**config.mk**
```make
export PLATFORM = sky130hd
export DESIGN_NAME = int_alu_seq
export DESIGN_NICKNAME = d
export VERILOG_FILES = /design/src/rtl/alu_pkg.sv /design/src/rtl/alu_iter_div.sv /design/src/rtl/int_alu_seq.sv
export SDC_FILE = /design/constraint.sdc
export NUM_CORES = 2
export LEC_CHECK = 0
export CORE_MARGIN = 4
export CORE_UTILIZATION = 45
export CTS_CLUSTER_DIAMETER = 60
export DETAILED_ROUTE_END_ITERATION = 7
export HOLD_SLACK_MARGIN = 0.1
export PLACE_DENSITY = 0.64
export SLEW_MARGIN = 0
export SYNTH_ARGS = -nofsm -noshare
export SYNTH_HDL_FRONTEND = slang
export SYNTH_SLANG_ARGS = --single-unit
```
**constraint.sdc**
```tcl
create_clock -name clk -period 21.1 [get_ports clk]
set_input_delay 2.11 -clock clk [delete_from_list [all_inputs] [get_ports clk]]
set_output_delay 2.11 -clock clk [all_outputs]
set_load 0.02 [all_outputs]
```
**src/rtl/alu_pkg.sv**
```systemverilog
// Shared types for the sequential integer ALU: function codes, FSM states, default widths.
package alu_pkg;

  localparam int ALU_WIDTH_DEFAULT      = 32;
  localparam int ALU_FUNC_WIDTH_DEFAULT = 5;

  typedef enum logic [4:0] {
    ALU_NOOP = 5'd0,  ALU_ADD  = 5'd1,  ALU_SUB  = 5'd2,  ALU_MUL  = 5'd3,
    ALU_DIV  = 5'd4,  ALU_MOD  = 5'd5,  ALU_OR   = 5'd6,  ALU_AND  = 5'd7,
    ALU_NAND = 5'd8,  ALU_XOR  = 5'd9,  ALU_INV  = 5'd10, ALU_LNOT = 5'd11,
    ALU_LOR  = 5'd12, ALU_LAND = 5'd13, ALU_SHL  = 5'd14, ALU_SHR  = 5'd15,
    ALU_SHL1 = 5'd16, ALU_SHR1 = 5'd17, ALU_INC  = 5'd18, ALU_DEC  = 5'd19,
    ALU_ZERO = 5'd20, ALU_ONE  = 5'd21, ALU_MAX  = 5'd22
  } aluf_t;

  typedef enum logic [1:0] {
    IDLE = 2'd0,
    BUSY = 2'd1,
    HOLD = 2'd2
  } alu_state_t;

endpackage

```
**src/rtl/alu_iter_div.sv**
```systemverilog
// Iterative restoring divider, one quotient bit per cycle over WIDTH cycles.
// With ALU_ITER_MUL_EN defined it also runs a WIDTH-cycle shift-add multiply.
module alu_iter_div
  import alu_pkg::*;
#(
  parameter int WIDTH = ALU_WIDTH_DEFAULT
) (
  input  logic             clk,
  input  logic             rst,
  input  logic             start,
`ifdef ALU_ITER_MUL_EN
  input  logic             mul,
`endif
  input  logic [WIDTH-1:0] dividend,
  input  logic [WIDTH-1:0] divisor,
  output logic             done,
  output logic [WIDTH-1:0] quotient,
  output logic [WIDTH-1:0] remainder
);

  localparam int CW = $clog2(WIDTH + 1);

  logic [CW-1:0]    r_cnt;
  logic [WIDTH-1:0] r_rem;
  logic [WIDTH-1:0] r_quo;
  logic [WIDTH-1:0] r_dvs;

  logic [WIDTH:0]   w_rem_sh;
  logic             w_ge;
  logic [WIDTH-1:0] w_sub;
  logic [WIDTH-1:0] w_quo_nxt;
  logic [WIDTH-1:0] w_rem_nxt;

  // Divisor 0 falls out naturally: every step subtracts nothing, giving an
  // all-ones quotient and a remainder equal to the shifted-in dividend.
  assign w_rem_sh  = {r_rem, r_quo[WIDTH-1]};
  assign w_ge      = (w_rem_sh >= {1'b0, r_dvs});
  assign w_sub     = w_rem_sh[WIDTH-1:0] - r_dvs;
  assign w_quo_nxt = {r_quo[WIDTH-2:0], w_ge};

`ifdef ALU_ITER_MUL_EN
  logic             r_mul;
  logic [WIDTH-1:0] w_prod_nxt;

  // Multiplier bits are consumed MSB-first from r_quo; the product builds in r_rem.
  assign w_prod_nxt = {r_rem[WIDTH-2:0], 1'b0} + (r_quo[WIDTH-1] ? r_dvs : '0);
  assign w_rem_nxt  = r_mul ? w_prod_nxt : (w_ge ? w_sub : w_rem_sh[WIDTH-1:0]);
  assign quotient   = r_mul ? w_prod_nxt : w_quo_nxt;
`else
  assign w_rem_nxt  = w_ge ? w_sub : w_rem_sh[WIDTH-1:0];
  assign quotient   = w_quo_nxt;
`endif

  assign remainder = w_rem_nxt;
  // Outputs carry the final step combinationally so the caller captures on the last count.
  assign done      = (r_cnt == CW'(1));

  always_ff @(posedge clk) begin
    if (rst) begin
      r_cnt <= '0;
      r_rem <= '0;
      r_quo <= '0;
      r_dvs <= '0;
`ifdef ALU_ITER_MUL_EN
      r_mul <= 1'b0;
`endif
    end else if (start) begin
      r_cnt <= CW'(WIDTH);
      r_rem <= '0;
      r_quo <= dividend;
      r_dvs <= divisor;
`ifdef ALU_ITER_MUL_EN
      r_mul <= mul;
`endif
    end else if (r_cnt != '0) begin
      r_cnt <= r_cnt - CW'(1);
      r_rem <= w_rem_nxt;
      r_quo <= w_quo_nxt;
    end
  end

endmodule

```
**src/rtl/int_alu_seq.sv**
```systemverilog
// Registered integer ALU with valid/ready handshakes, accumulator and iterative DIV/MOD.
// Define ALU_ITER_MUL_EN to route MUL through the multi-cycle path as well.
//
// state | meaning
// IDLE  | no result held, ready for an operation
// BUSY  | iterative divide/multiply running, inputs blocked
// HOLD  | result held on s/co until out_ready
module int_alu_seq
  import alu_pkg::*;
#(
  parameter int WIDTH      = ALU_WIDTH_DEFAULT,
  parameter int FUNC_WIDTH = ALU_FUNC_WIDTH_DEFAULT
) (
  input  logic                  clk,
  input  logic                  rst,
  input  logic                  in_valid,
  output logic                  in_ready,
  input  logic [WIDTH-1:0]      a,
  input  logic [WIDTH-1:0]      b,
  input  logic                  ci,
  input  logic [FUNC_WIDTH-1:0] f,
  output logic                  out_valid,
  input  logic                  out_ready,
  output logic [WIDTH-1:0]      s,
  output logic                  co,
  output logic                  busy
);

  alu_state_t       r_state;
  logic [WIDTH-1:0] r_s;
  logic [WIDTH-1:0] r_acc;
  logic             r_co;
  logic             r_out_valid;
  logic             r_busy;
  logic             r_mod;

  logic             w_accept;
  logic             w_multi;
  logic             w_big_shift;
  logic [WIDTH-1:0] w_res;
  logic             w_co;
  logic             w_done;
  logic [WIDTH-1:0] w_quo;
  logic [WIDTH-1:0] w_rem;

  assign in_ready    = (r_state == IDLE) || ((r_state == HOLD) && out_ready);
  assign w_accept    = in_valid && in_ready;
  assign w_big_shift = (b >= WIDTH'(WIDTH));

  assign out_valid = r_out_valid;
  assign s         = r_s;
  assign co        = r_co;
  assign busy      = r_busy;

  always_comb begin
    w_res   = '0;
    w_co    = 1'b0;
    w_multi = 1'b0;
    case (f)
      FUNC_WIDTH'(ALU_NOOP): w_res = r_acc;
      FUNC_WIDTH'(ALU_ADD):  {w_co, w_res} = {1'b0, a} + {1'b0, b} + (WIDTH+1)'(ci);
      FUNC_WIDTH'(ALU_SUB):  {w_co, w_res} = {1'b0, a} - {1'b0, b} - (WIDTH+1)'(ci);
`ifdef ALU_ITER_MUL_EN
      FUNC_WIDTH'(ALU_MUL):  w_multi = 1'b1;
`else
      FUNC_WIDTH'(ALU_MUL):  w_res = a * b;
`endif
      FUNC_WIDTH'(ALU_DIV):  w_multi = 1'b1;
      FUNC_WIDTH'(ALU_MOD):  w_multi = 1'b1;
      FUNC_WIDTH'(ALU_OR):   w_res = a | b;
      FUNC_WIDTH'(ALU_AND):  w_res = a & b;
      FUNC_WIDTH'(ALU_NAND): w_res = ~(a & b);
      FUNC_WIDTH'(ALU_XOR):  w_res = a ^ b;
      FUNC_WIDTH'(ALU_INV):  w_res = ~a;
      FUNC_WIDTH'(ALU_LNOT): w_res = WIDTH'(a == '0);
      FUNC_WIDTH'(ALU_LOR):  w_res = WIDTH'((a != '0) || (b != '0));
      FUNC_WIDTH'(ALU_LAND): w_res = WIDTH'((a != '0) && (b != '0));
      FUNC_WIDTH'(ALU_SHL):  w_res = w_big_shift ? '0 : (a << b);
      FUNC_WIDTH'(ALU_SHR):  w_res = w_big_shift ? '0 : (a >> b);
      FUNC_WIDTH'(ALU_SHL1): w_res = a << 1;
      FUNC_WIDTH'(ALU_SHR1): w_res = a >> 1;
      FUNC_WIDTH'(ALU_INC):  {w_co, w_res} = {1'b0, r_acc} + (WIDTH+1)'(1);
      FUNC_WIDTH'(ALU_DEC):  {w_co, w_res} = {1'b0, r_acc} - (WIDTH+1)'(1);
      FUNC_WIDTH'(ALU_ZERO): w_res = '0;
      FUNC_WIDTH'(ALU_ONE):  w_res = WIDTH'(1);
      FUNC_WIDTH'(ALU_MAX):  w_res = '1;
      default:               w_res = r_acc;
    endcase
  end

  alu_iter_div #(.WIDTH(WIDTH)) u_div (
    .clk       (clk),
    .rst       (rst),
    .start     (w_accept && w_multi),
`ifdef ALU_ITER_MUL_EN
    .mul       (f == FUNC_WIDTH'(ALU_MUL)),
`endif
    .dividend  (a),
    .divisor   (b),
    .done      (w_done),
    .quotient  (w_quo),
    .remainder (w_rem)
  );

  always_ff @(posedge clk) begin
    if (rst) begin
      r_state     <= IDLE;
      r_s         <= '0;
      r_co        <= 1'b0;
      r_acc       <= '0;
      r_out_valid <= 1'b0;
      r_busy      <= 1'b0;
      r_mod       <= 1'b0;
    end else begin
      case (r_state)
        IDLE, HOLD: begin
          if ((r_state == HOLD) && out_ready) begin
            r_state     <= IDLE;
            r_out_valid <= 1'b0;
          end
          if (w_accept) begin
            if (w_multi) begin
              r_state     <= BUSY;
              r_busy      <= 1'b1;
              r_out_valid <= 1'b0;
              r_mod       <= (f == FUNC_WIDTH'(ALU_MOD));
            end else begin
              r_state     <= HOLD;
              r_out_valid <= 1'b1;
              r_s         <= w_res;
              r_co        <= w_co;
              r_acc       <= w_res;
            end
          end
        end
        BUSY: begin
          if (w_done) begin
            r_state     <= HOLD;
            r_busy      <= 1'b0;
            r_out_valid <= 1'b1;
            r_s         <= r_mod ? w_rem : w_quo;
            r_co        <= 1'b0;
            r_acc       <= r_mod ? w_rem : w_quo;
          end
        end
        default: r_state <= IDLE;
      endcase
    end
  end

endmodule

```
==> metrics.cfg <==
[synth]
async_reset_ff_frac = 0
syn_avg_cell_area_um2 = 7.74
syn_inst = 4528
synth_area_mm2 = 0.0350
synth_top_area_cell = fa_1
yosysTopAreaCellShare = 0.236
ys_ff_latch = 140
synth_nets = 5300
synth_edf_count = 0
ys_warn_count = 0
yosys-top-cells-area = fa_1 (24%), ha_1 (10%), dfxtp_1 (8.0%)
seq_area_frac_synth = 0.0800
synth_top_flop_cell = dfxtp_1
synth_cell_types = 106

[worst_setup_path]
startpoint_type = input port
end_kind = flop
criticalPathCategory = input port to flop
crit_fanout = 22
required_ns = 21.42
arrival_ns = 11.10

[layout]
num-nets-final = 5221
drive_above_1_share = 0.0657
num-fill-cells = 7760
area_growth_pct = 7.22

[global_routing]
grt_overflow = 0
grt_max_degree = 76
grt_usage = 0.401
grt_pass1_wl_um = 242000
grt_pass1_vias = 35137
antenna_found_initial = 6

[floorplan]
rows = 102
design.core.area_mm2 = 0.0773
dieArea_mm2 = 0.0824
die_w_um = 287
die_h_um = 287
num_io_pins = 110
floorplan.initialDensity = 0.453

[timing]
skew_ns = 0.0138
tns_ns = 0
period_share = 0.511
max-slew-margin-rel = 0.235
max_freq_mhz = 92.7
rsz0062_at_grt = false
worstMarginPinSlew_ns = 1.14
finalHoldViolations = 0
finalCriticalPeriod_ns = 10.78
setup_viol = 0
drv_slew = 0

[clock_tree]
cts_sinks = 140
clk_latency_ns = 0.46
numCtsBuffers = 17
cts.htree.levels = 4
cts_tree = done
cts_resized = 0
clkTransAtPathRegs_ns = 0.07
clock_path_buffers = 2
root_buffer = clkbuf_16
cts_hold_buf = 0
cts_setup_buffers = 0

[status]
outcome = finished, final reports clean

[placement]
hpwl_um = 123000
numPortBuffers = 109
gp_congestion = 1.05

[job]
maxCapViolCount = 0

[routing]
vias = 36008
wire_per_inst_um = 30.5
drt_iter0_markers = 4726
wirelength_um = 168000
drc = 0
via_per_inst = 6.54
firstDrtPassIters = 8
ant_nets = 0

[hold_path]
holdCritPathClass = flop to flop

-- registers in the layout, indices dropped and copies added (netlist names) --
| register | flops |
|---|---|
| busy | 1 |
| r_state | 2 |
| r_mod | 1 |
| r_acc | 32 |
| out_valid | 1 |
| u_div.r_quo | 32 |
| co | 1 |
| u_div.r_dvs | 32 |
| u_div.r_cnt | 6 |
| u_div.r_rem | 32 |
-- layout by cell type (no fill, tap or decap), types with 38 or more instances in the layout --
| master | instances |
|---|---|
| a211oi_1 | 83 |
| a21o_1 | 46 |
| a21oi_1 | 244 |
| a221oi_1 | 41 |
| a31oi_1 | 38 |
| buf_4 | 116 |
| clkdlybuf4s50_1 | 103 |
| dfxtp_1 | 139 |
| fa_1 | 413 |
| ha_1 | 285 |
| inv_1 | 544 |
| mux2i_1 | 62 |
| mux4_2 | 61 |
| nand2_1 | 529 |
| nand3_1 | 63 |
| nor2_1 | 618 |
| nor3_1 | 81 |
| nor4_1 | 39 |
| o21ai_0 | 153 |
| xnor2_1 | 133 |
| xor2_1 | 54 |
-- cells in the mapped netlist (all sizes together), types with 9 or more instances --
library cell and n:
o2111ai 18, a221oi 44, a21o 46, mux2i 62
nand2b 33, o31ai 17, a211o 9, o211ai 34
a2111oi 18, xnor2 133, o221ai 24, nor4 45
a311oi 40, a31oi 38, inv 551, ha 285
a22oi 15, a211oi 85, and3 21, dfxtp 140
o31a 9, a21oi 246, mux4 61, nor3 88
or2 13, clkinv 10, nand3 64, nor2 621
o21ai 170, buf 120, fa 413, xor2 54
o22ai 35, clkbuf 199, nor2b 19, nand2 530
o21a 29, nand4 31, o21bai 12, and2 21
or3 21
-- per-layer routing --
metal  wire [um]  global-route usage
met1       63400               0.517
met2       69100               0.588
met3       22100               0.125
met4       13000               0.241
met5          95             0.00595
-- through the flow --
step	util	hold WS (ns)	setup slack, ns	std cells	instance area, um^2
floorplan	-	0.431	11.23	4528	35000
global route	0.486	0.473	10.15	5502	37600
global placement	0.478	0.442	10.28	5470	36900
detailed placement	0.478	0.446	10.17	5470	36900
CTS	0.486	0.456	10.62	5502	37600
finish	0.486	0.455	10.32	5505	37600
-- cell families (layout without fill, tap and decap cells) --
| kind of cell | count (synthesis) | count (layout) | synth area share |
|---|---|---|---|
| AND/OR/NAND/NOR | 1535 | 1535 | 0.191 |
| AO/OA/AOI/OAI | 961 | 961 | 0.187 |
| buffers and inverters | 880 | 814 | 0.0989 |
| adder cells (fa/ha/maj) | 698 | 698 | 0.338 |
| XOR/XNOR | 187 | 187 | 0.0467 |
| flip-flops | 140 | 140 | 0.0800 |
| multiplexers | 127 | 127 | 0.0582 |
| other | 0 | 3 | 0 |
-- area by class of cell --
cell class / count / area [um^2] / area share
clock inverters: 15 / 184 / 0.00490
diodes: 3 / 7.51 / 0.000200
multi-input cells: 3508 / 28800 / 0.767
well taps: 1040 / 1300 / 0.0346
repair buffers: 221 / 1910 / 0.0509
clock buffers: 17 / 425 / 0.0113
flip-flops and latches: 140 / 2800 / 0.0746
inverters: 561 / 2110 / 0.0561
-- worst max-delay path: stages --
cell and delay, ns:
clkdlybuf4s50_1 1.04, inv_1 0.69, nor2_1 0.32, fa_1 0.47, fa_1 0.49, fa_1 0.53
inv_1 0.05, fa_1 0.47, inv_1 0.05, fa_1 0.50, inv_1 0.06, fa_1 0.53
inv_1 0.05, fa_1 0.49, fa_1 0.45, ha_1 0.42, nand2_1 0.08, nor2_1 0.17
and4_1 0.29, o2111ai_1 0.21, a311oi_2 0.57, a211oi_2 0.16, o31ai_1 0.30, xnor2_1 0.12
a221oi_1 0.30, a221oi_2 0.12
-- path summary, 6_finish.rpt --
| path | depth (start not counted) | to | slack (ns) | startpoint |
|---|---|---|---|---|
| setup / recovery | 26 | r_acc[31]$_SDFFE_PP0P_ | 10.32 | b[6] |
| hold / removal | 2 | u_div.r_rem[31]$_SDFFE_PP0P_ | 0.45 | u_div.r_rem[31]$_SDFFE_PP0P_ |
| setup reg to reg | 13 | r_acc[6]$_SDFFE_PP0P_ | 16.83 | u_div.r_dvs[1]$_SDFFE_PP0P_ |
| hold reg to reg | 2 | u_div.r_rem[31]$_SDFFE_PP0P_ | 0.45 | u_div.r_rem[31]$_SDFFE_PP0P_ |
Power is left out: the tool's default activity adds up to more than one toggle a clock period on the data nets, which glitch-free logic cannot reach.
